### src/rtl/ct_loader.sv
// Packs 32-bit ciphertext chunks LSB-first into W-bit ct memory rows; CPR+1 cycles per row, din stalls only during WRITE/DONE/IDLE.
// Build with CT_LOAD_CHK_EN to add the sticky err flag for nonzero padding / unused lanes.
module ct_loader #(
  parameter int M     = 79,
  parameter int N     = 47,
  parameter int DIGIT = 4,
  localparam int W    = M * DIGIT,
  localparam int ROWS = (N + DIGIT - 1) / DIGIT,
  localparam int CPR  = (W + 31) / 32,
  localparam int AW   = (ROWS > 1) ? $clog2(ROWS) : 1
) (
  input  logic          clk,
  input  logic          rst_b,
  input  logic          start,
  input  logic [31:0]   din,
  input  logic          din_valid,
  output logic          din_ready,
  output logic [AW-1:0] ct_addr,
  output logic [W-1:0]  ct_dout,
  output logic          ct_rw,
  output logic          busy,
  output logic          done
`ifdef CT_LOAD_CHK_EN
  ,
  output logic          err
`endif
);

  localparam int CW = (CPR > 1) ? $clog2(CPR) : 1;

  // Padding bits above W are only kept when something inspects them.
`ifdef CT_LOAD_CHK_EN
  localparam int AWID = CPR * 32;
`else
  localparam int AWID = W;
`endif

  localparam logic [1:0] S_IDLE  = 2'd0;
  localparam logic [1:0] S_RECV  = 2'd1;
  localparam logic [1:0] S_WRITE = 2'd2;
  localparam logic [1:0] S_DONE  = 2'd3;

  logic [1:0]      r_state;
  logic [CW-1:0]   r_chunk;
  logic [AW-1:0]   r_row;
  logic [AWID-1:0] r_asm;
  logic            w_write;
  logic            w_last_row;

  assign w_write    = (r_state == S_WRITE);
  assign w_last_row = (r_row == AW'(ROWS - 1));

  always_ff @(posedge clk) begin
    if (rst_b) begin
      r_state <= S_IDLE;
      r_chunk <= '0;
      r_row   <= '0;
      r_asm   <= '0;
    end else begin
      case (r_state)
        S_IDLE: begin
          if (start) begin
            r_state <= S_RECV;
            r_chunk <= '0;
            r_row   <= '0;
          end
        end
        S_RECV: begin
          if (din_valid) begin
            for (int b = 0; b < AWID; b++) begin
              if (r_chunk == CW'(b / 32)) r_asm[b] <= din[b % 32];
            end
            if (r_chunk == CW'(CPR - 1)) begin
              r_chunk <= '0;
              r_state <= S_WRITE;
            end else begin
              r_chunk <= r_chunk + CW'(1);
            end
          end
        end
        S_WRITE: begin
          if (w_last_row) begin
            r_state <= S_DONE;
          end else begin
            r_row   <= r_row + AW'(1);
            r_state <= S_RECV;
          end
        end
        default: r_state <= S_IDLE;
      endcase
    end
  end

  // Write-side outputs are zero outside WRITE so several masters can be OR-merged.
  assign din_ready = (r_state == S_RECV);
  assign busy      = (r_state != S_IDLE);
  assign done      = (r_state == S_DONE);
  assign ct_rw     = w_write;
  assign ct_addr   = w_write ? r_row : '0;
  assign ct_dout   = w_write ? r_asm[W-1:0] : '0;

`ifdef CT_LOAD_CHK_EN
  localparam int REM = N % DIGIT;
  localparam logic [AWID-1:0] PAD_MASK  = {AWID{1'b1}} << W;
  localparam logic [AWID-1:0] LANE_MASK =
    (REM != 0) ? (({AWID{1'b1}} << (M * REM)) & ~PAD_MASK) : '0;

  logic w_viol;
  logic r_err;

  assign w_viol = (|(r_asm & PAD_MASK)) | (w_last_row & (|(r_asm & LANE_MASK)));

  always_ff @(posedge clk) begin
    if (rst_b) begin
      r_err <= 1'b0;
    end else if ((r_state == S_IDLE) && start) begin
      r_err <= 1'b0;
    end else if (w_write && w_viol) begin
      r_err <= 1'b1;
    end
  end

  assign err = r_err;
`endif

endmodule

### config.mk
export PLATFORM = sky130hd
export DESIGN_NAME = ct_loader
export DESIGN_NICKNAME = d
export VERILOG_FILES = /design/src/rtl/ct_loader.sv
export SDC_FILE = /design/constraint.sdc
export NUM_CORES = 1
export LEC_CHECK = 0
export CORE_UTILIZATION = 45
export CTS_CLUSTER_SIZE = 12
export DETAILED_ROUTE_END_ITERATION = 8
export GPL_TIMING_DRIVEN = 0
export HOLD_SLACK_MARGIN = 0.1
export PLACE_DENSITY = 0.86
export SYNTH_ARGS = -nofsm -noshare
export SYNTH_HDL_FRONTEND = slang
export SYNTH_SLANG_ARGS = --single-unit
### constraint.sdc
create_clock -name clk -period 1.5 [get_ports clk]
set_input_delay 0.3 -clock clk [delete_from_list [all_inputs] [get_ports clk]]
set_output_delay 0.3 -clock clk [all_outputs]
set_load 0.02 [all_outputs]
# Word-level counts from Yosys, hierarchy flattened
# Cells that the tools add are included.
# classes
n_addsub	2
n_eq_ne	17
muxes	13
reduce_logical	18
# op_table
op	count
$mux 316	1
$reduce_and 3->1	13
$mux 4	5
$eq 4x3->1 const B	4
$pmux 4 s2	2
$eq 4x4->1 const B	3
$add 4x1->4 const B	2
$eq 4x2->1 const B	2
$mux 2	4
$ne 2x2->1 const B	3
$pmux 2 s3	1
$reduce_bool 2->1	3
$eq 2x2->1 const B	2
$eq 4x1->1 const B	1
$logic_not 4->1	1
$eq 2x1->1 const B	1
$logic_not 2->1	1
$ne 2x1->1 const B	1
# totals
reg_bits	326
in_bits	36
out_inout_bits	324
elab_cells	63

# Logic depth before layout (Yosys ltp)
# Gate-level depths: netlist (run 1).
# depth
word_depth	4
depth_mapped	6
ltp_nobuf	4

# Worst setup path before layout (run 1)
# No wires, ideal clock.
# synth_timing
kind	register -> output
from	register r_state[1]
to	output port ct_addr[0]
t_arrival_ps	1340
t_required_ps	1200
path_slack_ps	-140
path_stages_with_launch	6
n_path_buf	3
path_cell_list	dfxtp_1 -> nor2b_1 -> buf_2 -> clkbuf_1 -> clkbuf_1 -> and2_1
# synth_between
elab_chain_len	2
# synth_rtl
item	line_no	source
start, declared	43	logic [1:0] r_state;
start signal, assigned	55	r_state <= S_IDLE;
start signal, assigned	63	r_state <= S_RECV;
start signal, assigned	75	r_state <= S_WRITE;
$eq 2x2->1	50	assign w_write = (r_state == S_WRITE);
$mux 4	99	assign ct_addr = w_write ? r_row : '0;
end, declared	18	output logic [AW-1:0] ct_addr,
# No other way between the ends.

# Worst setup path after layout (run 1)
# layout_timing
from	register r_state[0]
to	output port ct_dout[220]
# layout_between
elab_chain_len	2
# layout_rtl
item	line_no	source
$eq 2x2->1	50	
$mux 316	100	assign ct_dout = w_write ? r_asm[W-1:0] : '0;
end, declared	19	output logic [W-1:0] ct_dout,
# No other way between the ends.

==> metrics.md, run 1 <==
| Metric | Value |
|---|---|
| Fin Setup TNS | `-276.16 ns` |
| Final Hold Viols | `0` |
| Crit end category | `output pin` |
| First-pass GRT wire length | `77.1 mm` |
| Final period utilization | `146%` |
| Area share of the largest cell type after synthesis | `45.7%` |
| Die Wd | `180 um` |
| Clock buffer depth | `3` |
| Post-synthesis mux area share | `18.0%` |
| Initial Util | `46.2%` |
| PortBufs | `358` |
| Clock Skew | `0.0198 ns` |
| Synth cell count leaders | `dfxtp_1 (326), and2_1 (321), nand2_1 (292)` |
| CTS tree | `yes` |
| Power Dens Cells | `889 mW/mm^2` |
| Synthesized instance count | `1577` |
| Critical Path RT | `1.20 ns` |
| Die Area | `0.0324 sq mm` |
| CTS H-Tree Depth | `2` |
| Area of the core | `0.0309 sq mm` |
| Total Routing Usage GR | `30.8%` |
| Most frequent cell after synthesis | `dfxtp_1` |
| Peak fanout along the critical path | `7` |
| Worst setup margin | `-0.689 ns` |
| Worst-path clk slew | `0.06 ns` |
| Max cap viols | `0` |
| Vias per cell | `5.41` |
| Critical path launch point type | `flop` |
| 1st-pass router iterations | `5` |
| Most area-consuming cells after synthesis | `dfxtp_1 (46%), mux2i_1 (18%), and2_1 (14%)` |
| Simple-gate portion of the synthesized area | `26.3%` |
| Warnings from Yosys | `0` |
| Flops & latches, synth | `326` |
| Ys async rst share | `0%` |
| Met2 Use GR | `53.8%` |
| Routed len/inst | `21.7 um` |
| Failing checks | `setup timing` |
| Row count | `64` |
| Worst-margin pin slew | `0.868 ns` |
| Post-route total power | `18.0 mW` |
| Initial antenna violation count | `0` |
| Compound-Gate Fraction of Synth Area | `5.21%` |
| F_max | `0.457 GHz` |
| I/O pins | `360` |
| Max_slew headroom | `42.1%` |
| Syn_nets | `1614` |
| TritonCTS Sinks | `326` |
| Peak VDD IR | `0.779 mV` |
| Number of global-route vias before repair | `13.2k` |
| Outcome | `complete, but fails checks` |
| Prevailing post-synth register cell | `dfxtp_1` |
| Critical path data arrival time | `1.89 ns` |
| Largest net degree at the start of global routing | `13` |
| Minimum clock period | `2.19 ns` |
| Post-Syn Area | `0.0143 sq mm` |
| WL final | `52.4 mm` |
| Gpl congestion | `0.900` |
| Layout fillers | `2487` |
| Hold crit path type | `input pin to flop` |
| Slew Viols, Final | `0` |
| Sequential area share after synthesis | `45.7%` |
| Crit Path Category | `flop to output pin` |
| Nets@finish | `2039` |
| Dpl hpwl | `37.7 mm` |
| M3 GR Usage | `6.81%` |
| Largest family of logic cells by synthesized area | `simple AND/OR/NAND/NOR gates` |
| Number of buffers created by CTS | `36` |
| Iter 0 DRT Violations | `972` |
| Synth cell types | `43` |
| Met1 track utilization from global routing | `36.5%` |
| Clk root buf | `clkbuf_16` |
| Via count | `13.1k` |
| Multi-input gate area | `0.00759 sq mm` |
| GRT Max-Usage Layer | `met2` |
| Xor/xnor share of the synthesized area | `0.0614%` |
| Avg Cell Area, Syn | `9.05 sq um` |
| Inserted Diodes | `0` |
| Fraction of layout cells with a size suffix above 1 | `39.6%` |
| P&R area growth vs syn | `42.1%` |
| Grt ovf | `0` |
| Skew-Pair Late Insertion Delay | `0.53 ns` |
| Leakage power | `9.93 nW` |
| RSZ-0062 raised after global routing | `true` |
| Post-DRT Antenna Nets | `0` |
| Synth area leader | `dfxtp_1` |
| Post-synth EDFFs | `0` |
| Die height | `180 um` |
| Register area | `0.00653 sq mm` |
| # setup viols final | `642` |
| DRC | `0` |
| Adder-cell share of the synthesized area | `0.0877%` |
## metal layers
layer	part of all wire (%)	vias up
met1	40	6296
met5	0	-
met2	49	628
met3	7.5	138
li1	-	6036
met4	4.0	0
## metrics by stage
step	utilization [%]	instances	hold WS (ns)	worst slack, ns	instance area (sq um)
2_1_floorplan	-	1577	0.430	-0.0235	14600
3_3_place_gp	60.5	2331	0.437	-1.29	18700
3_5_place_dp	60.5	2331	0.443	-1.33	18700
4_1_cts	63.7	2399	0.437	-0.716	19700
5_1_grt	65.6	2420	0.447	-0.715	20300
6_report	65.6	2420	0.440	-0.689	20300
## registers in the layout, indices dropped and copies added, names as in the netlist
signal and cells:
r_row 4, r_chunk 4, r_state 2, r_asm 316
## report_power, final
| part | leakage [nW] | switching, mW | internal (mW) |
|---|---|---|---|
| clock | 0.546 | 3.52 | 4.94 |
| combinational | 6.76 | 0.589 | 0.230 |
| sequential | 2.63 | 0.0264 | 8.71 |
| total | 9.93 | 4.13 | 13.9 |
## final cells by class
| cell class | count | area share, % |
|---|---|---|
| clock inverters | 8 | 0.358 |
| well taps | 396 | 2.44 |
| inverters | 3 | 0.0556 |
| clock buffers | 52 | 5.09 |
| repair buffers | 387 | 16.8 |
| multi-input cells | 1115 | 37.5 |
| flip-flops and latches | 326 | 32.2 |
| plain buffers | 133 | 5.52 |
## layout by cell type (no fill, tap or decap), drive strengths merged, types with 3 or more instances in the layout
cell,instances
nand3,68
buf,402
nor2,3
inv,5
clkinv,5
nand2,292
clkdlybuf4s50,35
nand3b,3
mux2i,257
clkbuf,134
and2,321
nand4,3
a21oi,66
o21ai,66
dfxtp,326
and3,3
a211oi,3
nor2b,6
## worst max-delay path, cell delays in order, from the launching register on
cell       delay, ns
dfxtp_4         0.36
nor2b_4         0.16
buf_12          0.16
clkbuf_16       0.18
clkbuf_16       0.15
buf_6           0.10
and2_4          0.14
buf_6           0.11
## cells by family after synthesis
family,Yosys count
flip-flops,326
XOR/XNOR,1
multiplexers,257
AND/OR/NAND/NOR,714
AO/OA/AOI/OAI,142
buffers and inverters,136
adder cells (fa/ha/maj),1
## repair_timing
item / in CTS / in global routing
hold buffers: 0 / 0
gates resized for setup: 1363 / 552
cloned: 3 / 10
pin swaps: 16 / 39
setup endpoints to repair: 618 / 639
buffers inserted: 5 / 11
## path summary, 6_finish.rpt
path              startpoint      endpoint  slack (ns)  cells after the start
hold / removal       din[30]    r_asm[254]        0.44                      3
setup reg to reg  r_state[1]    r_asm[210]       -0.45                      7
hold reg to reg   r_asm[104]    r_asm[104]        0.45                      2
setup / recovery  r_state[0]  ct_dout[220]       -0.69                      7
Power figures use the tool's default switching activity.
==> run 2, diff against run 1 <==
--- a/config.mk
+++ b/config.mk
@@ -5,12 +5,12 @@
 export SDC_FILE = /design/constraint.sdc
 export NUM_CORES = 1
 export LEC_CHECK = 0
-export CORE_UTILIZATION = 45
+export CORE_UTILIZATION = 50
 export CTS_CLUSTER_SIZE = 12
 export DETAILED_ROUTE_END_ITERATION = 8
 export GPL_TIMING_DRIVEN = 0
 export HOLD_SLACK_MARGIN = 0.1
-export PLACE_DENSITY = 0.86
+export PLACE_DENSITY = 0.81
 export SYNTH_ARGS = -nofsm -noshare
 export SYNTH_HDL_FRONTEND = slang
 export SYNTH_SLANG_ARGS = --single-unit
==> constraint.sdc (replaced) <==
create_clock -name clk -period 2.5 [get_ports clk]
set_input_delay 0.5 -clock clk [delete_from_list [all_inputs] [get_ports clk]]
set_output_delay 0.5 -clock clk [all_outputs]
set_load 0.02 [all_outputs]
==> run 2 against run 1 <==
Effect of this change:
- the run now ends clean
- critical path depth shrank 2
- non-clock buffer count shrank 29
- via count shrank 1.7%
- combinational power shrank 43%
- critical endpoint is now ct_dout[300]
- largest cell class unchanged
- largest power group unchanged
- highest routed layer unchanged
==> metrics.md, run 2 (synthesized netlist as in run 1, its figures left out) <==
| Metric | Value |
|---|---|
| Area of the core | `0.0279 sq mm` |
| CTS H-Tree Depth | `2` |
| Most common cell after layout, fill and taps aside | `dfxtp_1` |
| Minimum clock period | `2.46 ns` |
| Clock Skew | `0.0174 ns` |
| Critical path data arrival time | `1.96 ns` |
| I/O pins | `360` |
| Peak fanout along the critical path | `10` |
| Clock buffer depth | `3` |
| Die height | `171 um` |
| Met1 track utilization from global routing | `39.6%` |
| Dpl hpwl | `35.8 mm` |
| Final hold slack | `0.452 ns` |
| Hold crit path type | `flop to flop` |
| Skew-Pair Late Insertion Delay | `0.51 ns` |
| Fin cells | `2370` |
| Total Routing Usage GR | `32.4%` |
| Via count | `12.9k` |
| Top Registers | `r_asm x316, r_chunk x4, r_row x4` |
| Vias per cell | `5.43` |
| Number of buffers created by CTS | `35` |
| Outcome | `completed` |
| Crit end category | `output pin` |
| Layout fillers | `2346` |
| Post-DRT Antenna Nets | `0` |
| Inserted Diodes | `0` |
| Largest net degree at the start of global routing | `13` |
| Gpl congestion | `0.907` |
| First-pass GRT wire length | `72.0 mm` |
| Util after Layout | `66.5%` |
| Crit Path Category | `flop to output pin` |
| Initial Util | `51.1%` |
| RSZ-0062 raised after global routing | `true` |
| Clk root buf | `clkbuf_16` |
| CTS tree | `yes` |
| Slew Viols, Final | `0` |
| GRT Max-Usage Layer | `met2` |
| Largest Register | `r_asm` |
| Row count | `61` |
| Grt ovf | `0` |
| Nets@finish | `2009` |
| Die Area | `0.0292 sq mm` |
| Final Hold Viols | `0` |
| Critical path launch point type | `flop` |
| Routed len/inst | `20.4 um` |
| Critical Path RT | `2.00 ns` |
| Final period utilization | `98.4%` |
| Peak VDD IR | `0.481 mV` |
| Most frequent cells in the layout | `dfxtp_1 (324), and2_1 (315), nand2_1 (292)` |
| Fraction of layout cells with a size suffix above 1 | `21.7%` |
| Setup bufs post-CTS | `0` |
| F_max | `0.407 GHz` |
| Met2 Use GR | `55.5%` |
| Number of hold buffers added after CTS | `0` |
| M3 GR Usage | `6.25%` |
| Power Dens Cells | `583 mW/mm^2` |
| Leakage power | `9.36 nW` |
| WL final | `48.4 mm` |
| DRC | `0` |
| Number of global-route vias before repair | `12.8k` |
| Max_slew headroom | `45.6%` |
| # setup viols final | `0` |
| Worst-margin pin slew | `0.816 ns` |
| Die Wd | `171 um` |
| Max cap viols | `0` |
| Post-route total power | `10.8 mW` |
| Iter 0 DRT Violations | `1126` |
| Initial antenna violation count | `0` |
| Number of flip-flops in the largest register | `316` |
| 1st-pass router iterations | `5` |
| P&R area growth vs syn | `30.2%` |
| Worst-path clk slew | `0.06 ns` |
| TritonCTS Sinks | `326` |
| PortBufs | `358` |
| Placed Cells incl. Taps | `2313` |
[run 2: cell count changes in the layout (fill, tap and decap cells not counted), sizes merged]
cell	before	now
inv	5	3
clkdlybuf4s50	35	36
dlygate4sd2	1	38
clkinv	5	1
clkdlybuf4s15	0	48
buf	402	290
[run 2: cell type report]
class,instances,area [sq um],share of cell area [%]
buffer,133,910,4.90
inverter,3,11.3,0.0606
multi-input combinational,1115,7110,38.3
tap,378,473,2.55
clock inverter,2,35.0,0.189
sequential,326,6530,35.1
clock buffer,55,1080,5.83
timing repair buffer,358,2430,13.1
[run 2: final timing paths]
check / start / endpoint / slack [ns] / cells after the start
worst max-delay path: r_state[1] / ct_dout[300] / 0.04 / 5
worst min-delay path: r_asm[165] / r_asm[165] / 0.45 / 2
worst max register to register: r_chunk[2] / r_asm[309] / 0.67 / 6
worst min register to register: r_asm[165] / r_asm[165] / 0.45 / 2
[run 2: layer usage]
| metal | share of wire, % | wire, um |
|---|---|---|
| met4 | 3.6 | 1750 |
| met1 | 41 | 20000 |
| met5 | 0 | 0 |
| met2 | 47 | 22800 |
| met3 | 7.8 | 3800 |
[run 2: power by group]
part | switching, mW | leakage (nW) | internal (mW) | total [mW]
clock network | 2.07 | 0.549 | 3.06 | 5.13
registers | 0.0162 | 2.63 | 5.22 | 5.24
logic | 0.340 | 6.18 | 0.130 | 0.470
[run 2: metrics by stage]
stage          setup slack, ns  area [sq um]  setup TNS, ns
2_1_floorplan            0.660         14300              0
3_3_place_gp            -0.781         18300        -136.01
3_5_place_dp            -0.773         18300        -134.85
4_1_cts                -0.0656         19200         -0.482
5_1_grt                0.00413         18600              0
6_report                0.0407         18600              0
[run 2: worst max-delay path, cell delays in order, from the launching register on]
cell	delay (ns)
dfxtp_2	0.36
nor2b_2	0.16
buf_6	0.16
clkbuf_4	0.22
and2_1	0.18
dlygate4sd2_1	0.36
[run 2: repair_timing]
action | CTS | global route
setup endpoints to repair | 322 | 242
gates cloned | 0 | 0
gates resized for setup | 1096 | 152
==> run 3, diff against run 2 <==
--- a/config.mk
+++ b/config.mk
@@ -10,7 +10,9 @@
 export DETAILED_ROUTE_END_ITERATION = 8
 export GPL_TIMING_DRIVEN = 0
 export HOLD_SLACK_MARGIN = 0.1
+export MAX_ROUTING_LAYER = met4
 export PLACE_DENSITY = 0.81
+export SLEW_MARGIN = 20
 export SYNTH_ARGS = -nofsm -noshare
 export SYNTH_HDL_FRONTEND = slang
 export SYNTH_SLANG_ARGS = --single-unit
==> run 3 against run 2 <==
Effect of this change:
- total power increased by 0.43%
- sequential share of layout area decreased by 0.94 points
- count of clock-buffer cells in the layout decreased by 3
- global-route usage increased by 1.2 points
- register-to-register slack about the same
- hold slack about the same
- largest power group unchanged
==> metrics.md, run 3 (synthesized netlist as in run 1, its figures left out) <==
| Metric | Value |
|---|---|
| First-pass GRT wire length | `72.2 mm` |
| F_max | `0.408 GHz` |
| WL final | `48.8 mm` |
| Hold crit path type | `flop to flop` |
| Worst path cell trace | `nor2b_4 -> buf_6 -> clkbuf_16 -> clkbuf_8 -> and2_4 -> clkdlybuf4s15_2` |
| Number of hold buffers added after CTS | `0` |
| Clock Skew | `0.0160 ns` |
| Final Hold Viols | `0` |
| I/O pins | `360` |
| Crit Reg-Reg Startpoint | `r_chunk[2]` |
| Worst-margin pin slew | `0.838 ns` |
| Placed Cells incl. Taps | `2313` |
| Gpl congestion | `0.912` |
| Placed cell area | `0.0183 sq mm` |
| Die Area | `0.0292 sq mm` |
| Slew Viols, Final | `0` |
| Die Wd | `171 um` |
| Power Dens Cells | `570 mW/mm^2` |
| Initial antenna violation count | `0` |
| Row count | `61` |
| Flop2flop setup slack | `0.68 ns` |
| # setup viols final | `0` |
| Peak fanout along the critical path | `10` |
| Post-DRT Antenna Nets | `0` |
| Critical Path RT | `2.00 ns` |
| Number of flip-flops in the largest register | `316` |
| Crit end category | `output pin` |
| Largest net degree at the start of global routing | `13` |
| Dpl hpwl | `35.9 mm` |
| Peak VDD IR | `0.453 mV` |
| Max_slew headroom | `44.1%` |
| Critical path data arrival time | `1.95 ns` |
| Via count | `12.9k` |
| Clock group share of total power | `47.5%` |
| Skew-Pair Late Insertion Delay | `0.52 ns` |
| 1st-pass router iterations | `5` |
| Number of global-route vias before repair | `12.8k` |
| Pre-CTS setup slack | `-0.788 ns` |
| Initial Util | `51.1%` |
| Total Routing Usage GR | `33.6%` |
| Leakage power | `9.21 nW` |
| Slowest stage delay, CP | `0.37 ns` |
| Vias per cell | `5.44` |
| CTS H-Tree Depth | `2` |
| Die height | `171 um` |
| Crit Path Category | `flop to output pin` |
| Fin cells | `2370` |
| Nets@finish | `2011` |
| Clock buffer depth | `3` |
| Inserted Diodes | `0` |
| Most common cell after layout, fill and taps aside | `dfxtp_1` |
| Area of the core | `0.0279 sq mm` |
| CP endpoint | `ct_dout[205]` |
| Worst-path clk slew | `0.06 ns` |
| Setup bufs post-CTS | `0` |
| Design area | `0.0191 sq mm` |
| DRC | `0` |
| Fraction of layout cells with a size suffix above 1 | `21.7%` |
| Internal power | `8.47 mW` |
| Largest Register | `r_asm` |
| Critical R2R Capture | `r_asm[314]` |
| Top Registers | `r_asm x316, r_chunk x4, r_row x4` |
| Iter 0 DRT Violations | `1275` |
| Minimum clock period | `2.45 ns` |
| P_sw | `2.41 mW` |
| Clk root buf | `clkbuf_16` |
| Worst setup margin | `0.0485 ns` |
| Number of buffers created by CTS | `35` |
| PortBufs | `358` |
| Reg2Reg Depth | `6` |
| Outcome | `completed` |
| P&R area growth vs syn | `33.8%` |
| Gate power share | `4.3%` |
| Slowest cell on crit path | `dfxtp_4` |
| Crit. Startpoint | `r_state[1]` |
| Max cap viols | `0` |
| Routed len/inst | `20.6 um` |
| Critical path launch point type | `flop` |
| Final period utilization | `98.1%` |
| TritonCTS Sinks | `326` |
| Util after Layout | `68.4%` |
| Register share of total power | `48.1%` |
| Net Sw Frac | `22.2%` |
| Most frequent cells in the layout | `dfxtp_1 (324), and2_1 (317), nand2_1 (292)` |
| Grt ovf | `0` |
| Fin Setup TNS | `0 ns` |
| CTS tree | `yes` |
-- run 3: cell count changes in the layout (fill, tap and decap cells not counted), sizes merged --
cell / previous run / this run
bufinv: 1 / 2
buf: 290 / 215
clkbuf: 134 / 129
dlygate4sd2: 38 / 34
clkdlybuf4s15: 48 / 131
-- run 3: timing repair --
| item | CTS | global route |
|---|---|---|
| resized for setup | 1002 | 174 |
| gates cloned | 0 | 2 |
| endpoints found under the setup margin | 322 | 276 |
| pin swaps | 0 | 0 |
-- run 3: critical path, delay by kind of cell, from the launching register on --
kind	cells	cell delay (ns)
buffers and inverters	4	0.75
AND/OR/NAND/NOR	2	0.32
flip-flops	1	0.37
-- run 3: power by group through the flow --
stage	logic (mW)	registers [mW]	clock network, mW
final	0.473	5.24	5.17
after global routing	0.493	5.24	5.40
after CTS	0.460	5.24	5.18
after detailed placement	0.458	5.35	0
after global placement	0.452	5.35	0
after floorplan	0.235	5.35	0
-- run 3: final cells by class --
class                           instances  area [sq um]
Buffer                                133           900
Clock buffer                           52          1060
Clock inverter                          3          65.1
Fill cell                            2298          8840
Inverter                                3          11.3
Multi-Input combinational cell       1115          7110
Sequential cell                       326          6530
Tap cell                              378           473
Timing Repair Buffer                  360          2950
-- run 3: worst min path at each step --
stage,from,endpoint,slack (ns),cells past startpoint
after global placement,r_asm[77],r_asm[77],0.44,2
after detailed placement,r_asm[76],r_asm[76],0.44,2
after global routing,r_asm[69],r_asm[69],0.46,2
after floorplan,r_asm[32],r_asm[32],0.43,2
final,r_asm[76],r_asm[76],0.45,2
after CTS,r_asm[76],r_asm[76],0.45,2
-- run 3: metrics by stage --
step / hold slack (ns) / total power [mW]
3_5_place_dp: 0.444 / 5.81
3_3_place_gp: 0.437 / 5.80
2_1_floorplan: 0.430 / 5.58
6_report: 0.452 / 10.9
5_1_grt: 0.463 / 11.1
4_1_cts: 0.453 / 10.9
-- run 3: routing by layer --
layer | vias to the layer above | GRT usage (%) | part of all wire, %
li1 | 5975 | - | -
met1 | 6187 | 40.6 | 41
met2 | 600 | 55.3 | 47
met3 | 135 | 5.76 | 7.8
met4 | 0 | 14.2 | 4.2
met5 | - | - | 0
